File: src/rtl/kbd_cmd_pkg.sv
// Shared key codes, command encoding and state encoding for the keyboard
// command scheduler.
package kbd_cmd_pkg;

  localparam logic [7:0] KEY_UP    = 8'h80;
  localparam logic [7:0] KEY_DOWN  = 8'h81;
  localparam logic [7:0] KEY_LEFT  = 8'h82;
  localparam logic [7:0] KEY_RIGHT = 8'h83;
  localparam logic [7:0] KEY_P     = 8'h70;
  localparam logic [7:0] KEY_R     = 8'h72;
  localparam logic [7:0] KEY_ESC   = 8'h1B;

  typedef enum logic [1:0] {
    CMD_UP    = 2'd0,
    CMD_DOWN  = 2'd1,
    CMD_LEFT  = 2'd2,
    CMD_RIGHT = 2'd3
  } cmd_t;

  typedef enum logic {
    ST_RUN    = 1'b0,
    ST_PAUSED = 1'b1
  } state_t;

  // Arrow codes occupy 0x80..0x83, so the low two bits are the command.
  function automatic logic is_arrow(input logic [7:0] code);
    return (code[7:2] == 6'b100000);
  endfunction

  function automatic cmd_t arrow_to_cmd(input logic [7:0] code);
    return cmd_t'(code[1:0]);
  endfunction

endpackage

File: src/rtl/cmd_fifo.sv
// Small synchronous FIFO of 2-bit movement commands with flush and a
// registered occupancy count. Pop on empty is ignored.
module cmd_fifo
  import kbd_cmd_pkg::*;
#(
  parameter int DEPTH = 4,
  localparam int AW = $clog2(DEPTH)
) (
  input  logic          clk,
  input  logic          rst,
  input  logic          push,
  input  logic [1:0]    push_data,
  input  logic          pop,
  input  logic          flush,
  output logic [1:0]    head,
  output logic          full,
  output logic          empty,
  output logic [AW:0]   level
);

  logic [1:0]    mem_r [DEPTH];
  logic [AW-1:0] wr_ptr_r;
  logic [AW-1:0] rd_ptr_r;
  logic [AW:0]   count_r;
  logic          push_ok_s;
  logic          pop_ok_s;
  logic          full_s;
  logic          empty_s;

  // Qualify push/pop; a full queue still accepts a push when it is popped in the same cycle.
  always_comb begin
    full_s    = (count_r == (AW+1)'(DEPTH));
    empty_s   = (count_r == '0);
    pop_ok_s  = pop & ~empty_s;
    push_ok_s = push & (~full_s | pop_ok_s);
  end

  // Storage, pointers and occupancy.
  always_ff @(posedge clk or posedge rst) begin
    if (rst) begin
      for (int i = 0; i < DEPTH; i++) mem_r[i] <= 2'd0;
      wr_ptr_r <= '0;
      rd_ptr_r <= '0;
      count_r  <= '0;
    end else if (flush) begin
      wr_ptr_r <= '0;
      rd_ptr_r <= '0;
      count_r  <= '0;
    end else begin
      if (push_ok_s) begin
        mem_r[wr_ptr_r] <= push_data;
        wr_ptr_r        <= wr_ptr_r + AW'(1);
      end
      if (pop_ok_s) begin
        rd_ptr_r <= rd_ptr_r + AW'(1);
      end
      case ({push_ok_s, pop_ok_s})
        2'b10:   count_r <= count_r + (AW+1)'(1);
        2'b01:   count_r <= count_r - (AW+1)'(1);
        default: count_r <= count_r;
      endcase
    end
  end

  assign head  = mem_r[rd_ptr_r];
  assign full  = full_s;
  assign empty = empty_s;
  assign level = count_r;

endmodule

File: src/rtl/frame_cmd_scheduler.sv
// Synchronizes keyboard events, decodes them into queued movement commands
// and releases at most one command per video frame on the vsync fall.
module frame_cmd_scheduler
  import kbd_cmd_pkg::*;
#(
  parameter int FIFO_DEPTH  = 4,
  parameter int SYNC_STAGES = 2,
  localparam int AW = $clog2(FIFO_DEPTH)
) (
  input  logic         clk,
  input  logic         reset,
  input  logic         key_new,
  input  logic [7:0]   key_ascii,
  input  logic         v_sync,
  output logic         move_up,
  output logic         move_down,
  output logic         move_left,
  output logic         move_right,
  output logic         paused,
  output logic [7:0]   last_key,
  output logic         overflow,
  output logic [AW:0]  fifo_level
);

  logic [SYNC_STAGES-1:0] sync_r;
  logic                   key_prev_r;
  logic                   v_sync_q_r;
  state_t                 state_r;
  logic                   paused_r;
  logic [7:0]             last_key_r;
  logic                   overflow_r;
  logic                   move_up_r;
  logic                   move_down_r;
  logic                   move_left_r;
  logic                   move_right_r;

  logic                   key_edge_s;
  logic                   frame_tick_s;
  logic                   esc_s;
  logic                   pause_s;
  logic                   resume_s;
  logic                   push_s;
  logic                   pop_s;
  logic                   drop_s;
  logic [1:0]             head_s;
  logic                   fifo_full_s;
  logic                   fifo_empty_s;
  logic [AW:0]            fifo_level_s;

  // Synchronizer chain, edge history and vsync history.
  always_ff @(posedge clk or posedge reset) begin
    if (reset) begin
      sync_r     <= '0;
      key_prev_r <= 1'b0;
      v_sync_q_r <= 1'b1;
    end else begin
      sync_r     <= {sync_r[SYNC_STAGES-2:0], key_new};
      key_prev_r <= sync_r[SYNC_STAGES-1];
      v_sync_q_r <= v_sync;
    end
  end

  // Event decode; ESC and 'p' on a frame boundary suppress that frame's dispatch.
  always_comb begin
    key_edge_s   = sync_r[SYNC_STAGES-1] & ~key_prev_r;
    frame_tick_s = v_sync_q_r & ~v_sync;
    esc_s        = key_edge_s & (key_ascii == KEY_ESC);
    pause_s      = key_edge_s & (key_ascii == KEY_P);
    resume_s     = key_edge_s & (key_ascii == KEY_R);
    push_s       = key_edge_s & is_arrow(key_ascii) & (state_r == ST_RUN);
    pop_s        = frame_tick_s & (state_r == ST_RUN) & ~fifo_empty_s & ~esc_s & ~pause_s;
    drop_s       = push_s & fifo_full_s & ~pop_s;
  end

  cmd_fifo #(.DEPTH(FIFO_DEPTH)) u_fifo (
    .clk       (clk),
    .rst       (reset),
    .push      (push_s),
    .push_data (arrow_to_cmd(key_ascii)),
    .pop       (pop_s),
    .flush     (esc_s),
    .head      (head_s),
    .full      (fifo_full_s),
    .empty     (fifo_empty_s),
    .level     (fifo_level_s)
  );

  // Mode FSM with registered mode, key, overflow and command-pulse outputs.
  always_ff @(posedge clk or posedge reset) begin
    if (reset) begin
      state_r      <= ST_RUN;
      paused_r     <= 1'b0;
      last_key_r   <= 8'h00;
      overflow_r   <= 1'b0;
      move_up_r    <= 1'b0;
      move_down_r  <= 1'b0;
      move_left_r  <= 1'b0;
      move_right_r <= 1'b0;
    end else begin
      if (key_edge_s) last_key_r <= key_ascii;
      else            last_key_r <= last_key_r;

      case (state_r)
        ST_RUN: begin
          if (pause_s) begin
            state_r  <= ST_PAUSED;
            paused_r <= 1'b1;
          end
        end
        ST_PAUSED: begin
          if (resume_s || esc_s) begin
            state_r  <= ST_RUN;
            paused_r <= 1'b0;
          end
        end
        default: begin
          state_r  <= ST_RUN;
          paused_r <= 1'b0;
        end
      endcase

      if (esc_s)       overflow_r <= 1'b0;
      else if (drop_s) overflow_r <= 1'b1;
      else             overflow_r <= overflow_r;

      move_up_r    <= pop_s & (head_s == CMD_UP);
      move_down_r  <= pop_s & (head_s == CMD_DOWN);
      move_left_r  <= pop_s & (head_s == CMD_LEFT);
      move_right_r <= pop_s & (head_s == CMD_RIGHT);
    end
  end

  assign move_up    = move_up_r;
  assign move_down  = move_down_r;
  assign move_left  = move_left_r;
  assign move_right = move_right_r;
  assign paused     = paused_r;
  assign last_key   = last_key_r;
  assign overflow   = overflow_r;
  assign fifo_level = fifo_level_s;

endmodule

File: config.mk
export PLATFORM = sky130hd
export DESIGN_NAME = frame_cmd_scheduler
export DESIGN_NICKNAME = d
export VERILOG_FILES = /design/src/rtl/kbd_cmd_pkg.sv /design/src/rtl/cmd_fifo.sv /design/src/rtl/frame_cmd_scheduler.sv
export SDC_FILE = /design/constraint.sdc
export NUM_CORES = 1
export LEC_CHECK = 0
export ABC_AREA = 1
export CAP_MARGIN = 5
export CORE_AREA = 8 8 71 73
export DETAILED_ROUTE_END_ITERATION = 12
export DIE_AREA = 0 0 79 81
export GPL_TIMING_DRIVEN = 1
export PLACE_DENSITY = 0.7
export SKIP_LAST_GASP = 1
export SLEW_MARGIN = 20
export SYNTH_ARGS = -nofsm -noshare
export SYNTH_HDL_FRONTEND = slang
export SYNTH_SLANG_ARGS = --single-unit
File: constraint.sdc
create_clock -name clk -period 3.49 [get_ports clk]
set_input_delay 0.698 -clock clk [delete_from_list [all_inputs] [get_ports clk]]
set_output_delay 0.698 -clock clk [all_outputs]
set_load 0.02 [all_outputs]
==> impl_results.html <==
<table>
<tr><th>Metric</th><th>Value</th></tr>
<tr><th colspan="2">Setup path</th></tr>
<tr><td>Worst setup path category</td><td>in2reg</td></tr>
<tr><td>CP most frequent cell</td><td>nand2_1</td></tr>
<tr><td>Arrival time at the worst endpoint</td><td>2.77 ns</td></tr>
<tr><td>Delay of the slowest critical-path stage</td><td>0.51 ns</td></tr>
<tr><td>Logic depth of the worst register-to-register path</td><td>13</td></tr>
<tr><td>Slowest cell on the critical path</td><td>clkdlybuf4s50_1</td></tr>
<tr><td>Required time of the critical path</td><td>~3.7 ns</td></tr>
<tr><td>Minimum setup slack among reg-to-reg paths</td><td>1.25 ns</td></tr>
<tr><td>Critical path endpoint category</td><td>flop</td></tr>
<tr><td>Crit Path Max Fanout</td><td>10</td></tr>
<tr><td>FF-to-FF Start</td><td>key_prev_r</td></tr>
<tr><td>Critical Path Source Type</td><td>primary input</td></tr>
<tr><td>Crit path cell chain</td><td>clkdlybuf4s50_1, nor2_1, nand2_2, nor2_4, nand2_4, nand3b_4, nor2_4, fa_1, xor2_1, nand4_1, nand2_1, nor2_1, nand2_1, nand2_1</td></tr>
<tr><td>Worst flop-to-flop path endpoint</td><td>u_fifo.level[2]</td></tr>
<tr><th colspan="2">Synth</th></tr>
<tr><td>Area of the mapped netlist</td><td>0.00169 mm^2</td></tr>
<tr><td>Share of Yosys cell area claimed by the top area cell type</td><td>48.7%</td></tr>
<tr><td>Post-synth cell types</td><td>25</td></tr>
<tr><td>Yosys warns</td><td>0</td></tr>
<tr><td>Sequential-to-total area share from yosys stat</td><td>between 50 and 60%</td></tr>
<tr><td>Dominant synthesized flop cell</td><td>dfrtp_1</td></tr>
<tr><td>Mean post-synth cell area</td><td>8.73 um^2</td></tr>
<tr><td>Most area-hungry cell type in the Yosys netlist</td><td>dfrtp_1</td></tr>
<tr><td>Most area-consuming cells after synthesis</td><td>dfrtp_1 49%, nand2_1 8.6%, nor2_1 5.8%</td></tr>
<tr><td>Cell count after synthesis</td><td>194</td></tr>
<tr><td>Syn nets</td><td>~210</td></tr>
<tr><td>Number of synthesized flops with an enable pin</td><td>0</td></tr>
<tr><td>Share of flip-flops with an asynchronous set or reset after synthesis</td><td>100%</td></tr>
<tr><td>Flip-flop and latch count after synthesis</td><td>34</td></tr>
<tr><th colspan="2">Clock network</th></tr>
<tr><td>Number of levels the H-tree was split into</td><td>2</td></tr>
<tr><td>CTS Hold Bufs</td><td>0</td></tr>
<tr><td>Buffers inserted during post-CTS setup optimization</td><td>0</td></tr>
<tr><td>Clock tree sinks</td><td>34</td></tr>
<tr><td>TritonCTS Buffers</td><td>5</td></tr>
<tr><td>Clock-pin slew of the registers on the worst-case setup and hold paths</td><td>0.07 ns</td></tr>
<tr><td>Number of cells upsized or downsized after cts</td><td>0</td></tr>
<tr><td>Clock tree from TritonCTS</td><td>done</td></tr>
<tr><td>Clock buffer depth</td><td>2</td></tr>
<tr><td>Worst skew pair latency</td><td>0.28 ns</td></tr>
<tr><td>Cell chosen for the clock root</td><td>clkbuf_8</td></tr>
<tr><th colspan="2">Routing</th></tr>
<tr><td>First DRT Iteration DRCs</td><td>98</td></tr>
<tr><td>Detailed-route via count</td><td>1354</td></tr>
<tr><td>Antenna Violating Nets Remaining</td><td>0</td></tr>
<tr><td>Detailed-route vias per instance</td><td>4.84</td></tr>
<tr><td>Total wire length after detailed routing</td><td>3.53 mm</td></tr>
<tr><td>DRC violation count after routing</td><td>0</td></tr>
<tr><td>TritonRoute pass-1 iters</td><td>4</td></tr>
<tr><td>Mean routed wirelength per cell</td><td>12.6 um</td></tr>
<tr><th colspan="2">Layout</th></tr>
<tr><td>Area overhead of the layout relative to synthesis</td><td>25.8%</td></tr>
<tr><td>Number of inserted diodes</td><td>0</td></tr>
<tr><td>Area of all sequential standard cells</td><td>852 um^2</td></tr>
<tr><td>Core utilization of the finished layout</td><td>54.4%</td></tr>
<tr><td>Filler cell count</td><td>between 300 and 400</td></tr>
<tr><td>Layout net count</td><td>approximately 250</td></tr>
<tr><td>Share of cells above drive strength 1</td><td>10.9%</td></tr>
<tr><td>Area of combinational cells with multiple inputs</td><td>around 740 um^2</td></tr>
<tr><th colspan="2">STA</th></tr>
<tr><td>Total Neg Setup Slack</td><td>0 ns</td></tr>
<tr><td>Final min period</td><td>2.60 ns</td></tr>
<tr><td>Clock skew after layout</td><td>0.00805 ns</td></tr>
<tr><td>Final number of setup-violating endpoints</td><td>0</td></tr>
<tr><td>Max frequency</td><td>385 MHz</td></tr>
<tr><td>Slew at the pin closest to its max-slew limit</td><td>0.417 ns</td></tr>
<tr><td>Setup repair after global routing missed its margin</td><td>false</td></tr>
<tr><td>Final cycle utilization of the critical path</td><td>74.4%</td></tr>
<tr><td>Max-Slew Margin vs Limit</td><td>72.2%</td></tr>
<tr><td>Number of endpoints with negative hold slack in the final report</td><td>0</td></tr>
<tr><td>Final Max Slew Viols</td><td>0</td></tr>
<tr><th colspan="2">Placed design</th></tr>
<tr><td>Number of port buffers</td><td>28</td></tr>
<tr><td>Total half-perimeter wirelength after legalization and detailed placement</td><td>between 2 and 3 mm</td></tr>
<tr><td>Weighted congestion at the end of routability-driven global placement</td><td>0.859</td></tr>
<tr><th colspan="2">Hold path</th></tr>
<tr><td>Min-Delay Endpoint</td><td>sync_r[1]</td></tr>
<tr><td>Worst min-delay path category</td><td>reg2reg</td></tr>
<tr><td>Hold Startpoint</td><td>sync_r[0]</td></tr>
<tr><td>Number of cells on the worst hold path</td><td>0</td></tr>
<tr><th colspan="2">Power</th></tr>
<tr><td>Power Density</td><td>399 mW/mm^2</td></tr>
<tr><td>Lkg Pwr</td><td>approximately 1 nW</td></tr>
<tr><td>Worst voltage drop across the vdd grid</td><td>257 uV</td></tr>
<tr><td>Overall Power</td><td>0.000850 W</td></tr>
<tr><th colspan="2">GRT</th></tr>
<tr><td>Grt ovf</td><td>0</td></tr>
<tr><td>Maximum number of pins on one net before global-route repair</td><td>35</td></tr>
<tr><td>Via count of the first global-routing pass</td><td>approximately 1400</td></tr>
<tr><td>Wire length of the first global-routing pass</td><td>between 6 and 7 mm</td></tr>
<tr><td>Initial antenna violation count</td><td>0</td></tr>
<tr><td>Overall global routing resource usage</td><td>between 10% and 20%</td></tr>
<tr><th colspan="2">Floorplan</th></tr>
<tr><td>Full die area</td><td>0.00640 mm^2</td></tr>
<tr><td>Core Box Area</td><td>0.00391 mm^2</td></tr>
<tr><td>Die width</td><td>slightly below 80 um</td></tr>
<tr><td>Core Rows</td><td>23</td></tr>
<tr><td>Initial standard-cell utilization of the core</td><td>43.3%</td></tr>
<tr><td># IOs</td><td>29</td></tr>
<tr><td>Y dimension of the die</td><td>81 um</td></tr>
<tr><th colspan="2">Run status</th></tr>
<tr><td>Result of the run</td><td>complete, no violations</td></tr>
<tr><th colspan="2">Flow run</th></tr>
<tr><td>Max-capacitance violation count</td><td>0</td></tr>
</table>
[power by group]
group	internal (W)	leakage [nW]	total, W	switching (W)
registers	0.000416	0.428	0.000431	0.0000149
clock network	0.000161	0.0455	0.000294	0.000133
logic	0.0000538	0.530	0.000126	0.0000724
[kinds of logic after synthesis]
group / after synthesis / share of synthesized area [%]
fa+ha+maj: 5 / 4.14
xor+xnor: 1 / 0.517
compound gates: 24 / 7.76
flops: 34 / 50.3
buf+inv: 26 / 5.83
simple gates: 104 / 31.5
[per-layer routing]
metal  global-route usage, %  wire, um
met3                    5.19       244
met5                       0         0
met2                    19.6      1630
met4                    6.11        67
met1                    13.5      1600
[stage by stage]
stage               area [um^2]  setup slack, ns  hold slack [ns]  instances
floorplan                  1690             1.29            0.331        194
global placement           2040            0.620            0.331        272
detailed placement         2040            0.598            0.336        272
CTS                        2130            0.915            0.351        280
global route               2130            0.679            0.363        280
finish                     2130            0.893            0.351        280
[state kept, by name, summed over array words and instances, names as in the netlist]
| signal | count |
|---|---|
| paused | 1 |
| move_right | 1 |
| state_r | 1 |
| u_fifo.rd_ptr_r | 2 |
| sync_r | 2 |
| u_fifo.wr_ptr_r | 2 |
| last_key | 8 |
| move_left | 1 |
| u_fifo.level | 3 |
| v_sync_q_r | 1 |
| key_prev_r | 1 |
| u_fifo.mem_r | 8 |
| move_down | 1 |
| overflow | 1 |
| move_up | 1 |
[cell usage after synthesis (all sizes together), types with 2 or more instances]
library cell / n
a32oi: 2
nor3: 9
nand3b: 2
nand2: 43
nor2: 29
nand4: 7
ha: 4
o21ai: 14
nand3: 14
a21oi: 6
inv: 24
dfrtp: 33
[placed cells by master, fill, tap and decap left out, types with 3 or more instances in the layout]
| master | n |
|---|---|
| inv_1 | 23 |
| clkdlybuf4s50_1 | 28 |
| nand4_1 | 7 |
| ha_1 | 4 |
| nand3_1 | 8 |
| clkbuf_8 | 6 |
| nand2_1 | 39 |
| nand3_2 | 6 |
| a21oi_1 | 6 |
| nor2_1 | 26 |
| nor2_4 | 3 |
| dfrtp_1 | 33 |
| o21ai_0 | 14 |
| nor3_1 | 9 |
[critical path, delay by kind of cell]
kind	cells	cell delay (ns)
buffers and inverters	1	0.51
AND/OR/NAND/NOR	11	1.01
XOR/XNOR	1	0.18
adder cells (fa/ha/maj)	1	0.37
[worst max-delay path by stage]
| stage | to | start |
|---|---|---|
| floorplan | u_fifo.level[2] | key_ascii[2] |
| global route | u_fifo.level[2] | key_ascii[7] |
| CTS | u_fifo.level[2] | key_ascii[2] |
| finish | u_fifo.level[2] | key_ascii[7] |
| detailed placement | u_fifo.level[2] | key_ascii[2] |
| global placement | u_fifo.level[2] | key_ascii[3] |
[cell type report]
class / count / area share [%]
inverter: 25 / 4.46
tap: 50 / 2.94
sequential: 34 / 40.0
clock buffer: 8 / 4.23
multi-input combinational: 134 / 34.9
timing repair buffer: 29 / 13.5
No activity file was read; power rests on OpenSTA's default activity.
